$ cat config.mk
export PLATFORM = sky130hd
export DESIGN_NAME = mem_access_ctrl
export DESIGN_NICKNAME = d
export VERILOG_FILES = /design/src/rtl/mem_access_ctrl.sv
export SDC_FILE = /design/constraint.sdc
export NUM_CORES = 1
export LEC_CHECK = 0
export ABC_AREA = 1
export CORE_ASPECT_RATIO = 0.75
export CORE_UTILIZATION = 42
export DETAILED_ROUTE_END_ITERATION = 12
export PLACE_DENSITY = 0.79
export REMOVE_ABC_BUFFERS = 1
export SYNTH_ARGS = -nofsm -noshare
export SYNTH_HDL_FRONTEND = slang
export SYNTH_SLANG_ARGS = --single-unit
$ cat constraint.sdc
create_clock -name clk -period 1.66 [get_ports clk]
set_clock_uncertainty 0.15 [all_clocks]
set_input_delay 0.332 -clock clk [delete_from_list [all_inputs] [get_ports clk]]
set_output_delay 0.332 -clock clk [all_outputs]
set_load 0.1 [all_outputs]
$ cat src/rtl/mem_access_ctrl.sv
// mem_access_ctrl: sequences a fixed-latency single-port data memory behind
// the MEM stage. A request from the EXE/MEM register is latched in IDLE, the
// memory is driven with stable controls for WAIT_CYCLES cycles (ACCESS), and
// a one-cycle DONE retires the access with a ready pulse.
//
// Handshake: the pipeline presents MEM_R_en/MEM_W_en with address/data and
// holds them while freeze is high; an access retires in the cycle ready is
// high (freeze low), and the pipeline advances at the end of that cycle.
// Inputs seen during DONE belong to the retiring instruction and are ignored.
//
// Optional feature macro: MEM_POSTED_WRITE_EN (posted writes). When defined,
// a write does not stall the pipeline; it runs in the background and returns
// straight to IDLE without a DONE cycle or ready pulse. A request arriving
// while a posted write is still in ACCESS is held off with freeze until IDLE.
module mem_access_ctrl #(
   parameter int WAIT_CYCLES = 3,
   parameter int ADDR_BASE   = 1024,
   parameter int DATA_W      = 32
) (
   input  logic              clk,
   input  logic              rst,
   input  logic              MEM_R_en,
   input  logic              MEM_W_en,
   input  logic [31:0]       address,
   input  logic [DATA_W-1:0] data,
   output logic              freeze,
   output logic              ready,
   output logic [DATA_W-1:0] MEM_result,
   output logic [31:0]       mem_addr,
   output logic [DATA_W-1:0] mem_wdata,
   output logic              mem_en,
   output logic              mem_we,
   input  logic [DATA_W-1:0] mem_rdata,
   output logic [1:0]        fsm_state
);

   typedef enum logic [1:0] {
      S_IDLE   = 2'd0,
      S_ACCESS = 2'd1,
      S_DONE   = 2'd2
   } state_t;

   localparam logic [31:0] BASE     = 32'(ADDR_BASE);
   localparam logic [3:0]  CNT_INIT = 4'(WAIT_CYCLES - 1);

   state_t      state;
   logic        op_read;
   logic [3:0]  counter;
   logic        req;
   logic [31:0] word_addr;

   // Any enable is a request; the byte address is rebased and divided by 4
   // with plain modulo-2^32 arithmetic (low two bits dropped, no alignment check).
   assign req       = MEM_R_en | MEM_W_en;
   assign word_addr = (address - BASE) >> 2;
   assign fsm_state = state;

   // Stall request: combinational so the pipeline holds in the request cycle.
   always_comb begin
      freeze = 1'b0;
      if (rst) begin
         case (state)
`ifdef MEM_POSTED_WRITE_EN
            S_IDLE:   freeze = MEM_R_en;
            S_ACCESS: freeze = op_read | req;
`else
            S_IDLE:   freeze = req;
            S_ACCESS: freeze = 1'b1;
`endif
            default:  freeze = 1'b0;
         endcase
      end
   end

   // Access sequencer with registered memory controls, ready and read result.
   always_ff @(posedge clk or negedge rst) begin
      if (!rst) begin
         state      <= S_IDLE;
         op_read    <= 1'b0;
         counter    <= 4'd0;
         ready      <= 1'b0;
         mem_en     <= 1'b0;
         mem_we     <= 1'b0;
         mem_addr   <= 32'd0;
         mem_wdata  <= '0;
         MEM_result <= '0;
      end else begin
         case (state)
            S_IDLE: begin
               ready <= 1'b0;
               if (req) begin
                  // Read wins when both enables are high; the write is dropped.
                  op_read   <= MEM_R_en;
                  mem_addr  <= word_addr;
                  mem_wdata <= data;
                  counter   <= CNT_INIT;
                  mem_en    <= 1'b1;
                  mem_we    <= ~MEM_R_en;
                  state     <= S_ACCESS;
               end
            end
            S_ACCESS: begin
               if (counter == 4'd0) begin
                  mem_en <= 1'b0;
                  mem_we <= 1'b0;
                  if (op_read) begin
                     MEM_result <= mem_rdata;
                  end
`ifdef MEM_POSTED_WRITE_EN
                  if (op_read) begin
                     ready <= 1'b1;
                     state <= S_DONE;
                  end else begin
                     state <= S_IDLE;
                  end
`else
                  ready <= 1'b1;
                  state <= S_DONE;
`endif
               end else begin
                  counter <= counter - 4'd1;
               end
            end
            S_DONE: begin
               ready <= 1'b0;
               state <= S_IDLE;
            end
            default: begin
               ready  <= 1'b0;
               mem_en <= 1'b0;
               mem_we <= 1'b0;
               state  <= S_IDLE;
            end
         endcase
      end
   end

endmodule

==> metrics <==
post-synthesis cell count 560; antenna-violating nets left 0; HP Class input port to flip-flop; vias in the first global route 4887; violated checks setup timing; number of design-rule violations left by the first detailed-router iteration 386; worst endpoint data arrival time 1.48 ns; worst rel slew slack 0.621; Post-synth ARST share 1.00; critical-path maximum fanout 3; Worst-Skew Late Latency 0.35 ns; number of nets in the layout 912; overall die width 123 µm; DIE AREA 11400 µm²; final setup fails 27; via count normalized by instance count 5.29; Core Rows 32; Worst-path clk slew 0.08 ns; portion of the clock cycle consumed by the worst path in the final layout 1.18; max-slew violation count 0; CP Cell Sequence nor2_4, inv_2, a21boi_2, buf_4, buf_12; antenna violations before repair 0; remaining global-route overflow 0; number of port buffers 197; wire length per cell after detailed routing 18.7 µm; CP max-delay cell sky130_fd_sc_hd__dfrtp_2; synthesized area divided by synthesized cell count 8.24 µm²; clock tree sinks 104; synthesized cell area 4610 µm²; final design utilization 0.838; type of element capturing the critical path output port; peak clock frequency supported by timing 510 MHz; number of CTS-inserted buffers 9; met2 track demand over resource in global routing 0.463; minimum setup slack in the final design -0.302 ns; global-route wire length before repair 24.1 mm; height of the chip 92.8 µm; fill cell total of the finished layout 562; WP data required 1.18 ns; TritonCTS clock tree done; Cell variety after synth 32; pin count of the biggest net entering global routing 105; setup repair after global routing missed its margin true; predominant post-synthesis flop cell sky130_fd_sc_hd__dfrtp_1; Placer Congestion 0.915; routed wire length 17.7 mm; global-route met1 utilization 0.315; status complete, but fails checks; max capacitance violation total 0; half-perimeter wire length after placement 10.7 mm; Most Used Layer, Global Route met2; part of the Yosys area used for sequential elements 0.564; final hold viol count 0; number of warnings issued by yosys 0; placeable core region 10500 µm²; Ant. Diodes 0; first-pass iteration count of the detailed router 5; Initial Util 0.440; Clock Root Buffer sky130_fd_sc_hd__clkbuf_16; met3 usage in global routing 0.103; Top Ports 202; via count 5022; Seq cells post-synth 104; drc violations 0; maximum buffer depth of the clock tree 2; clock period minus final worst setup slack 1.96 ns; element type at the critical path start flip-flop; number of enable flip-flop cells after synthesis 0; GRT Resource Usage Total 0.274; critical path's largest stage delay 0.45 ns; signed area change from the synthesized netlist to the final layout 90.5%; transition at the pin with the smallest max-transition slack 0.569 ns; H-tree level count 3; share of cells above drive strength 1 0.291; critical path start-end classification flip-flop to output port
synthesized netlist by cell type, types with 2 or more instances:
library cell                 n  area, µm²
sky130_fd_sc_hd__ha_1        3       37.5
sky130_fd_sc_hd__a21o_1      2       15.0
sky130_fd_sc_hd__inv_2      10       37.5
sky130_fd_sc_hd__nand2_2     3       18.8
sky130_fd_sc_hd__nand3_1    56        280
sky130_fd_sc_hd__nor2_4      2       22.5
sky130_fd_sc_hd__nand2_1   250        938
sky130_fd_sc_hd__xnor2_1     2       17.5
sky130_fd_sc_hd__buf_2      16       80.1
sky130_fd_sc_hd__inv_1      20       75.1
sky130_fd_sc_hd__xor2_1      3       26.3
sky130_fd_sc_hd__o21ai_1     9       45.0
sky130_fd_sc_hd__a31oi_1     5       31.3
sky130_fd_sc_hd__nand4_1     5       31.3
sky130_fd_sc_hd__nor2_2      3       18.8
sky130_fd_sc_hd__dfrtp_1   104       2600
sky130_fd_sc_hd__clkbuf_1    4       15.0
sky130_fd_sc_hd__o21ai_0     4       20.0
sky130_fd_sc_hd__buf_4       6       45.0
sky130_fd_sc_hd__a21oi_1     4       20.0
sky130_fd_sc_hd__nor2_1     38        143
layout by cell type (no fill, tap or decap), types with 3 or more instances in the layout:
cell / n
sky130_fd_sc_hd__a31oi_1: 5
sky130_fd_sc_hd__clkbuf_16: 15
sky130_fd_sc_hd__a21oi_1: 3
sky130_fd_sc_hd__inv_1: 19
sky130_fd_sc_hd__o21ai_1: 9
sky130_fd_sc_hd__inv_6: 3
sky130_fd_sc_hd__nand3_4: 3
sky130_fd_sc_hd__dfrtp_1: 103
sky130_fd_sc_hd__nand4_1: 5
sky130_fd_sc_hd__nor2_1: 32
sky130_fd_sc_hd__nand2_1: 236
sky130_fd_sc_hd__buf_6: 6
sky130_fd_sc_hd__nand2_2: 13
sky130_fd_sc_hd__xor2_1: 3
sky130_fd_sc_hd__nand2_4: 5
sky130_fd_sc_hd__buf_4: 47
sky130_fd_sc_hd__clkdlybuf4s50_1: 94
sky130_fd_sc_hd__o21ai_0: 4
sky130_fd_sc_hd__buf_12: 106
sky130_fd_sc_hd__nand3_1: 50
sky130_fd_sc_hd__inv_2: 10
sky130_fd_sc_hd__nor2_2: 6
sky130_fd_sc_hd__nor2_4: 5
sky130_fd_sc_hd__nand3_2: 4
routing by layer:
layer | part of all wire | wire (µm)
met5 | 0 | 0
met4 | 0.035 | 621
met3 | 0.098 | 1730
met2 | 0.50 | 8880
met1 | 0.37 | 6490
final cells by class:
| class | count | area, µm² | area share |
|---|---|---|---|
| sequential | 104 | 2600 | 0.296 |
| tap | 136 | 170 | 0.0194 |
| multi-input combinational | 401 | 1920 | 0.219 |
| timing repair buffer | 263 | 3680 | 0.418 |
| clock buffer | 9 | 225 | 0.0256 |
| inverter | 30 | 115 | 0.0131 |
| clock inverter | 7 | 76.3 | 0.00868 |
critical path, delay by kind of cell (launching register included):
family / cells / cell delay, ns
AOI/OAI and AO/OA: 1 / 0.16
buffers and inverters: 3 / 0.37
DFF: 1 / 0.45
and+or+nand+nor: 1 / 0.14
path summary, 6_finish.rpt:
check,cells past startpoint,end,start,slack (ns)
worst max register to register,8,MEM_result[14]$_DFFE_PN0P_,fsm_state[1]$_DFFE_PN0P_,-0.09
worst min-delay path,3,mem_we$_DFFE_PN0P_,MEM_W_en,0.32
max in group asynchronous,3,mem_addr[9]$_DFFE_PN0N_,rst,0.33
min in group asynchronous,3,mem_wdata[30]$_DFFE_PN0N_,rst,0.57
worst max-delay path,5,freeze,fsm_state[1]$_DFFE_PN0P_,-0.30
worst min register to register,2,MEM_result[8]$_DFFE_PN0P_,MEM_result[8]$_DFFE_PN0P_,0.38
cells by family (layout without fill, tap and decap cells):
group,count (synthesis),in the layout,share of synthesized area
AND/OR/NAND/NOR,366,366,0.333
flip-flops,104,104,0.564
buffers and inverters,56,309,0.0548
AO/OA/AOI/OAI,25,25,0.0301
XOR/XNOR,5,5,0.00949
adder cells (fa/ha/maj),3,3,0.00814
other,1,2,0.000813
state kept, by name, summed over array words and instances, names as in the netlist:
name / flops
mem_we: 1
fsm_state: 2
counter: 4
op_read: 1
mem_addr: 30
ready: 1
mem_en: 1
mem_wdata: 32
MEM_result: 32
metrics by stage:
stage	setup TNS (ns)	setup WS (ns)	area, µm²	cells	hold WS [ns]
after floorplan	-110.59	-2.32	4480	535	-0.114
after global placement	-17.19	-0.371	8010	912	0.356
after detailed placement	-22.65	-0.409	8010	912	0.363
after CTS	-0.177	-0.177	8390	935	0.262
after global routing	-2.72	-0.314	8790	950	0.314
final	-0.987	-0.302	8790	950	0.325
what timing repair did:
| action | CTS | global route |
|---|---|---|
| hold buffers | 1 | 0 |
| endpoints found under the hold margin | 96 | 0 |
| setup endpoints to repair | 19 | 85 |
| buffers inserted | 6 | 8 |
| pin swaps | 6 | 16 |
| resized for setup | 10 | 44 |
| gates cloned | 0 | 9 |
Power is left out: the tool's default activity adds up to more than one toggle a clock period on the data nets, which glitch-free logic cannot reach.
